===== config.mk =====
export PLATFORM = sky130hd
export DESIGN_NAME = river_reg_scoreboard
export DESIGN_NICKNAME = d
export VERILOG_FILES = /design/src/rtl/river_reg_scoreboard.sv
export SDC_FILE = /design/constraint.sdc
export NUM_CORES = 2
export LEC_CHECK = 0
export CORE_MARGIN = 2
export CORE_UTILIZATION = 45
export DETAILED_ROUTE_END_ITERATION = 6
export GPL_ROUTABILITY_DRIVEN = 0
export MAX_ROUTING_LAYER = met4
export PLACE_DENSITY = 0.63
export SETUP_SLACK_MARGIN = 0.3
export SYNTH_ARGS = -nofsm -noshare
export SYNTH_HDL_FRONTEND = slang
export SYNTH_SLANG_ARGS = --single-unit

===== constraint.sdc =====
create_clock -name i_clk -period 8.8 [get_ports i_clk]
set_input_delay 1.76 -clock i_clk [delete_from_list [all_inputs] [get_ports i_clk]]
set_output_delay 1.76 -clock i_clk [all_outputs]
set_load 0.01 [all_outputs]

===== src/rtl/river_reg_scoreboard.sv =====
// Multi-port register scoreboard: issues per-register write tags, commits only the
// newest writeback per register and reports RAW readiness from outstanding counts.
module river_reg_scoreboard #(
  parameter int REGS_TOTAL = 64,
  parameter int TAG_WIDTH  = 3,
  parameter int WB_PORTS   = 2,
  parameter int RD_PORTS   = 3
) (
  input  logic                          i_clk,
  input  logic                          i_nrst,
  input  logic                          i_clear,
  input  logic                          i_issue_valid,
  input  logic [5:0]                    i_issue_waddr,
  output logic                          o_issue_ready,
  output logic [TAG_WIDTH-1:0]          o_issue_tag,
  input  logic [WB_PORTS-1:0]           i_wb_valid,
  input  logic [6*WB_PORTS-1:0]         i_wb_waddr,
  input  logic [TAG_WIDTH*WB_PORTS-1:0] i_wb_tag,
  output logic [WB_PORTS-1:0]           o_wb_commit,
  input  logic [6*RD_PORTS-1:0]         i_rd_addr,
  output logic [RD_PORTS-1:0]           o_rd_ready,
  output logic                          o_err
);

  localparam int AW = 6;
  localparam logic [TAG_WIDTH-1:0] MAXCNT = '1;

  logic [TAG_WIDTH-1:0] itag_q [REGS_TOTAL];
  logic [TAG_WIDTH-1:0] itag_d [REGS_TOTAL];
  logic [TAG_WIDTH-1:0] cnt_q  [REGS_TOTAL];
  logic [TAG_WIDTH-1:0] cnt_d  [REGS_TOTAL];
  logic                 err_q;
  logic                 err_d;
  logic                 issueAcc;
  int                   net;

  // x0 is never tracked, so issue to it is always ready with a zero tag.
  always_comb begin
    o_issue_ready = 1'b1;
    o_issue_tag   = '0;
    if (i_issue_waddr != '0) begin
      o_issue_ready = (cnt_q[i_issue_waddr] != MAXCNT);
      o_issue_tag   = itag_q[i_issue_waddr] + TAG_WIDTH'(1);
    end
    issueAcc = i_issue_valid && o_issue_ready && (i_issue_waddr != '0);
  end

  always_comb begin
    for (int p = 0; p < WB_PORTS; p++) begin
      o_wb_commit[p] = i_wb_valid[p]
                    && (i_wb_waddr[p*AW +: AW] != '0)
                    && (cnt_q[i_wb_waddr[p*AW +: AW]] != '0)
                    && (i_wb_tag[p*TAG_WIDTH +: TAG_WIDTH] == itag_q[i_wb_waddr[p*AW +: AW]]);
    end
  end

  always_comb begin
    for (int k = 0; k < RD_PORTS; k++) begin
      o_rd_ready[k] = (cnt_q[i_rd_addr[k*AW +: AW]] == '0);
    end
  end

  // Net counter change per register; an excess of writebacks clamps at zero and flags an error.
  always_comb begin
    err_d = 1'b0;
    net   = 0;
    for (int r = 0; r < REGS_TOTAL; r++) begin
      itag_d[r] = itag_q[r];
      cnt_d[r]  = cnt_q[r];
    end
    for (int r = 1; r < REGS_TOTAL; r++) begin
      net = int'(cnt_q[r]);
      if (issueAcc && (i_issue_waddr == AW'(r))) begin
        net       = net + 1;
        itag_d[r] = itag_q[r] + TAG_WIDTH'(1);
      end
      for (int p = 0; p < WB_PORTS; p++) begin
        if (i_wb_valid[p] && (i_wb_waddr[p*AW +: AW] == AW'(r))) begin
          net = net - 1;
        end
      end
      if (net < 0) begin
        err_d    = 1'b1;
        cnt_d[r] = '0;
      end else begin
        cnt_d[r] = TAG_WIDTH'(net);
      end
    end
    if (i_clear) begin
      err_d = 1'b0;
      for (int r = 0; r < REGS_TOTAL; r++) begin
        itag_d[r] = '0;
        cnt_d[r]  = '0;
      end
    end
  end

  always_ff @(posedge i_clk or negedge i_nrst) begin
    if (!i_nrst) begin
      err_q <= 1'b0;
      for (int r = 0; r < REGS_TOTAL; r++) begin
        itag_q[r] <= '0;
        cnt_q[r]  <= '0;
      end
    end else begin
      err_q <= err_d;
      for (int r = 0; r < REGS_TOTAL; r++) begin
        itag_q[r] <= itag_d[r];
        cnt_q[r]  <= cnt_d[r];
      end
    end
  end

  assign o_err = err_q;

endmodule


# Word level (Yosys, flattened, before mapping)
# Cells that the tools add are included.
# word_totals
input_bits,48
out_inout_bits,10
regBits,379
# classes
addsub,253
n_reduce_logical,268
n_lt_le_gt_ge,69
bitwise_logic,6
eq_ne,192
n_mux,410
# ops
op,n
$mux W32,126
$sub A32 B2 Y32 const B,126
$lt A32 B1 Y1 const B,63
$eq A6 B6 Y1 const B,96
$mux W3,145
$mux W189,2
$eq A6 B5 Y1 const B,48
$add A3 B1 Y4 const B,63
$mux W4,63
$logic_and A1 B1 Y1,197
$add A3 B1 Y3 const B,64
$bmux W3 S6,9
$eq A6 B4 Y1 const B,24
$reduce_bool A2 Y1,63
$eq A6 B3 Y1 const B,12
$mux W1,65
$ge A7 B7 Y1 const B,6
$not A6 Y7,6
$eq A6 B2 Y1 const B,6
$eq A6 B1 Y1 const B,3
$reduce_bool A6 Y1,3
$logic_not A3 Y1,3
$eq A3 B3 Y1,2
$reduce_bool A3 Y1,2
$ne A3 B3 Y1 const B,1

# Depth between registers and ports, before layout
# depth
ltp_word,79
ltp_mapped,29

# Worst setup path before layout
# No wires, ideal clock.
# synth_path
path_kind,in2out
start,input i_issue_waddr[0]
end,output o_issue_tag[1]
path_buffers,7
path_stages,12
arrival_ns,6.295
required_ns,7.040
setup_slack_ns,0.745
cell_sequence,buf_6 > buf_6 > clkbuf_1 > buf_1 > buf_1 > clkbuf_1 > buf_1 > mux4_2 > mux4_2 > mux4_2 > ha_1 > a21boi_0
# synth_via
elab_chain_len,6
elab_cells_between_ends,7
# synth_rtl
item,line,rtl
"start, declared",13,"input logic [5:0] i_issue_waddr,"
$not A6 Y7 (not written as such),43,o_issue_tag = itag_q[i_issue_waddr] + TAG_WIDTH'(1);
$bmux W3 S6,43,
$mux W3 (not written as such) (2 in series),43,
$add A3 B1 Y3,43,
$mux W3 *,41,if (i_issue_waddr != '0) begin
"end, declared",15,"output logic [TAG_WIDTH-1:0] o_issue_tag,"
# Every way passes the cells marked *; elsewhere a longest branch is shown, timed or not. The select of a mux whose other input is x is not followed.

# Worst setup path after layout
# layout_path
start,input i_issue_waddr[0]
end,register err_q (netlist: o_err)
# layout_via
elab_chain_len,79
elab_cells_between_ends,577
# layout_rtl
item,line,rtl
$not A6 Y7 (not written as such),42,o_issue_ready = (cnt_q[i_issue_waddr] != MAXCNT);
$bmux W3 S6,42,
$mux W3 (not written as such) (2 in series),42,
$ne A3 B3 Y1,42,
$mux W1,41,
$logic_and A1 B1 Y1 (2 in series),45,issueAcc = i_issue_valid && o_issue_ready && (i_issue_waddr != '0);
$logic_and A1 B1 Y1,73,if (issueAcc && (i_issue_waddr == AW'(r))) begin
$mux W4,73,
$sub A32 B2 Y32,79,net = net - 1;
$mux W32,78,if (i_wb_valid[p] && (i_wb_waddr[p*AW +: AW] == AW'(r))) begin
$sub A32 B2 Y32,79,
$mux W32,78,
$lt A32 B1 Y1,82,if (net < 0) begin
$mux W1 (62 in series),82,
$mux W1 *,82,
$mux W1 *,89,if (i_clear) begin
net err_d,33,logic err_d;
"end signal, assigned",106,err_q <= err_d;
"end, declared",32,logic err_q;
# The timed path passes the listed nets; every way through them passes the cells marked *. The select of a mux whose other input is x is not followed.
# A chain may end at the register's enable or synchronous reset.

==> flow_metrics.env <==
export IMPL_design_die_area_um2=91550
export IMPL_critical_path_max_stage_delay_ns=1.02
export IMPL_cellLeakagePower_nw=17.45
export IMPL_min_from="itag_q[49]"
export IMPL_synthesis_area_um2=40110
export IMPL_dr_total_vias=35990
export IMPL_detailroute_wirelength_met3_mm=19.59
export IMPL_clkSlewWorstSetupHoldPaths_ns=0.07
export IMPL_layout_nets=4639
export IMPL_floorplan_die_height_um=302.6
export IMPL_finalMaxSlewViolations=0
export IMPL_top_level_ports=58
export IMPL_drc_errors=1
export IMPL_power_density_nw_per_um2=111.5
export IMPL_tightest_slew_ns=1.422
export IMPL_final_layout_size_suffix_gt1_share_pct=16.88
export IMPL_globalRouteTotalUtil_pct=34.61
export IMPL_synth_enable_flop_cells=0
export IMPL_crit_path_cell_trace="buf_6 -> mux4_2 -> a21oi_1 -> o21ai_1 -> a311oi_2 -> nand2_4 -> a211oi_2 -> mux2i_1 -> ha_1 -> nand3_1 -> xor2_1 -> xor2_1 -> nand2b_1 -> mux2i_1 -> a41oi_1 -> o21ai_0 -> nor4_1 -> nand4b_1 -> nor4b_2 -> a41oi_1"
export IMPL_overflow=0
export IMPL_final_min_clock_period_ns=7.710
export IMPL_synthesized_instance_count=4194
export IMPL_clock_tree_from_tritoncts="done"
export IMPL_rows=109
export IMPL_timing_critical_path_from_type="primary input"
export IMPL_fp_dieW_um=302.6
export IMPL_timing_reg2reg_setup_slack_ns=2.32
export IMPL_clock_skew_final_ns=0.03032
export IMPL_ys_types=89
export IMPL_synth_ff_type="sky130_fd_sc_hd__dfrtp_1"
export IMPL_ys_top_cells_by_area="sky130_fd_sc_hd__dfrtp_1 24%, sky130_fd_sc_hd__mux4_2 17%, sky130_fd_sc_hd__ha_1 9.8%"
export IMPL_totalWireLength_mm=153.4
export IMPL_min_to="itag_q[49]"
export IMPL_grt_pass1_vias=34050
export IMPL_maxCapViolations=0
export IMPL_timing_final_setup_violations=0
export IMPL_floorplan_core_area_um2=88370
export IMPL_finalHoldViolations=0
export IMPL_synth_ff_latch_count=379
export IMPL_initial_cell_density_of_the_core_pct=45.39
export IMPL_placement_setup_worst_slack_ns=0.8818
export IMPL_post_route_period_util_pct=87.61
export IMPL_max_freq_mhz=129.7
export IMPL_cts_root_buffer_cell="sky130_fd_sc_hd__clkbuf_16"
export IMPL_per_instance_average_area_after_synthesis_um2=9.565
export IMPL_grt_antenna_before_repair=5
export IMPL_final_critical_path_setup_slack_ns=1.090
export IMPL_clkLatencyLatePin_ns=0.66
export IMPL_synth_area_leader_cell="sky130_fd_sc_hd__dfrtp_1"
export IMPL_grt_start_max_net_pins=163
export IMPL_post_cts_buffers=0
export IMPL_detailed_place_hpwl_mm=116.2
export IMPL_grt_first_pass_wirelength_mm=225.8
export IMPL_yosysTopAreaCellShare_pct=23.64
export IMPL_antenna_left=0
export IMPL_timing_rr_end="o_err"
export IMPL_synth_async_sr_flop_share_pct=100.0
export IMPL_rsz0062_at_grt="no"
export IMPL_worst_path_max_fanout=45
export IMPL_cts_buffers_inserted=51
export IMPL_max_slew_margin_pct=4.830
export IMPL_worst_endpoint_arrival_ns=8.18
export IMPL_critical_path_slowest_stage_cell="sky130_fd_sc_hd__a211oi_2"
export IMPL_highest_signal_layer="met4"
export IMPL_violations="design-rule violations"
export IMPL_postCtsResizedCells=0
export IMPL_dr_wl_met2_mm=62.87
export IMPL_nFillCells=8147
export IMPL_dr_first_iter_drc_count=4501
export IMPL_status="finished with violations"
export IMPL_ys_seq_area_share_pct=23.64
export IMPL_wl_met1_mm=59.52
export IMPL_max_root_sink_buffers=3
export IMPL_hold_buffers=0
export IMPL_number_of_cells_on_the_worst_reg_to_reg_path=19
export IMPL_setup_total_negative_slack_ns=0
export IMPL_tritoncts_num_sinks=379
export IMPL_portBuffers=57
export IMPL_total_number_of_h_tree_levels=2
export IMPL_min_path_type="register to register"
export IMPL_cp_data_required_time_ns=9.27
export IMPL_reg2reg_from="cnt_q[162]"
export IMPL_critPathCaptureType="register"
export IMPL_avgViaCountPerCell=6.561
export IMPL_worstHoldPathCells=2
export IMPL_vdd_ir_drop_worst_uv=109.1
export IMPL_drt_wirelength_per_cell_um=27.96
export IMPL_critPathKind="primary input to register"
export IMPL_yosys_warnings=0
export IMPL_critical_path_top_delay_family="compound AO/OA/AOI/OAI gates"
export IMPL_flow_area_growth_from_synthesis_pct=10.41
export IMPL_drt_pass1_iterations=7
export IMPL_worstPathBufferInverterCount=1
state kept, by name, summed over array words and instances (netlist names):
| signal | count |
|---|---|
| itag_q | 189 |
| o_err | 1 |
| cnt_q | 189 |
where the power goes:
| part | leakage [nW] | internal (mW) | total [mW] | switching (mW) |
|---|---|---|---|---|
| Clock | 0.883 | 1.37 | 2.31 | 0.940 |
| Combinational | 11.3 | 0.298 | 0.837 | 0.540 |
| Sequential | 5.28 | 1.76 | 1.80 | 0.0362 |
| Total | 17.5 | 3.42 | 4.94 | 1.52 |
worst min-delay path, stage by stage (launching register included):
cell                      delay [ns]
sky130_fd_sc_hd__dfrtp_1        0.41
sky130_fd_sc_hd__nand2_1        0.07
sky130_fd_sc_hd__a21oi_1        0.06
how the worst max path moves through the flow:
stage               slack (ns)             start  cells after the start              to
global placement          1.01  i_issue_waddr[0]                     21           o_err
detailed placement        0.88  i_issue_waddr[0]                     21           o_err
CTS                       1.36  i_issue_waddr[0]                      8  o_issue_tag[1]
global route              0.94  i_issue_waddr[0]                     20           o_err
floorplan                 0.74  i_issue_waddr[0]                     12  o_issue_tag[1]
finish                    1.09  i_issue_waddr[0]                     20           o_err
cells in the mapped netlist (15+ instances only):
master	n
sky130_fd_sc_hd__xor2_1	244
sky130_fd_sc_hd__o21ai_0	79
sky130_fd_sc_hd__or2_2	47
sky130_fd_sc_hd__xnor2_1	339
sky130_fd_sc_hd__a211oi_2	17
sky130_fd_sc_hd__or3_1	16
sky130_fd_sc_hd__mux2i_1	174
sky130_fd_sc_hd__a211oi_1	37
sky130_fd_sc_hd__dfrtp_1	379
sky130_fd_sc_hd__nor3_1	127
sky130_fd_sc_hd__nand3b_1	19
sky130_fd_sc_hd__and3_1	18
sky130_fd_sc_hd__nor2_1	519
sky130_fd_sc_hd__nand4b_1	23
sky130_fd_sc_hd__and2_1	30
sky130_fd_sc_hd__buf_2	24
sky130_fd_sc_hd__ha_1	315
sky130_fd_sc_hd__a21oi_1	101
sky130_fd_sc_hd__clkbuf_1	137
sky130_fd_sc_hd__nand2b_1	30
sky130_fd_sc_hd__nand4_1	20
sky130_fd_sc_hd__inv_1	34
sky130_fd_sc_hd__nor2b_1	68
sky130_fd_sc_hd__mux4_2	301
sky130_fd_sc_hd__o41ai_1	25
sky130_fd_sc_hd__a211o_1	18
sky130_fd_sc_hd__a32o_1	15
sky130_fd_sc_hd__mux2_2	106
sky130_fd_sc_hd__buf_1	38
sky130_fd_sc_hd__a31oi_1	18
sky130_fd_sc_hd__nor4_1	19
sky130_fd_sc_hd__nand2_1	495
sky130_fd_sc_hd__nand3_1	151
area by class of cell:
| cell class | count | area (µm²) | share of cell area, % |
|---|---|---|---|
| antenna | 2 | 5.005 | 0.01130 |
| clock buffer | 64 | 1395 | 3.150 |
| clock inverter | 32 | 416.7 | 0.9407 |
| inverter | 36 | 135.1 | 0.3051 |
| multi-input combinational | 3626 | 29850 | 67.40 |
| sequential | 379 | 9484 | 21.41 |
| tap | 1165 | 1458 | 3.291 |
| timing repair buffer | 182 | 1546 | 3.492 |
metrics by stage:
stage	power (mW)	area (µm²)	hold WS [ns]	instances	util [%]
finish	4.940	44290	0.5771	5486	50.12
global route	5.079	44290	0.6051	5485	50.11
CTS	4.930	44290	0.5767	5484	50.11
detailed placement	2.631	42470	0.5634	5388	48.06
global placement	2.622	42470	0.5516	5388	48.06
floorplan	2.323	40350	0.5306	4256	-
routing by layer:
layer	track usage (%)	vias to the layer above
met5	-	-
met4	20.61	0
met3	9.395	536
met2	47.86	2328
met1	45.14	17640
li1	-	15490
kinds of logic (layout without fill, tap and decap cells):
logic type,Yosys count,after routing,share of synthesized area [%]
xor+xnor,583,583,12.73
mux,581,581,24.22
buf+inv,251,314,2.657
other cells,1,65,0.009348
fa+ha+maj,315,315,9.825
compound gates,460,460,8.325
simple gates,1624,1624,18.60
flops,379,379,23.64
cell usage in the layout, fill, tap and decap left out, types with 63 or more instances in the layout:
cell type,Yosys,layout
sky130_fd_sc_hd__mux4_2,301,301
sky130_fd_sc_hd__a21oi_1,101,99
sky130_fd_sc_hd__mux2_2,106,106
sky130_fd_sc_hd__buf_4,7,125
sky130_fd_sc_hd__nand3_1,151,151
sky130_fd_sc_hd__ha_1,315,315
sky130_fd_sc_hd__nand2_1,495,495
sky130_fd_sc_hd__nor2_1,519,518
sky130_fd_sc_hd__conb_1,1,63
sky130_fd_sc_hd__nor3_1,127,123
sky130_fd_sc_hd__o21ai_0,79,79
sky130_fd_sc_hd__xor2_1,244,244
sky130_fd_sc_hd__nor2b_1,68,68
sky130_fd_sc_hd__mux2i_1,174,174
sky130_fd_sc_hd__dfrtp_1,379,379
sky130_fd_sc_hd__xnor2_1,339,339
Note: power is estimated with default switching activity, not from simulation.
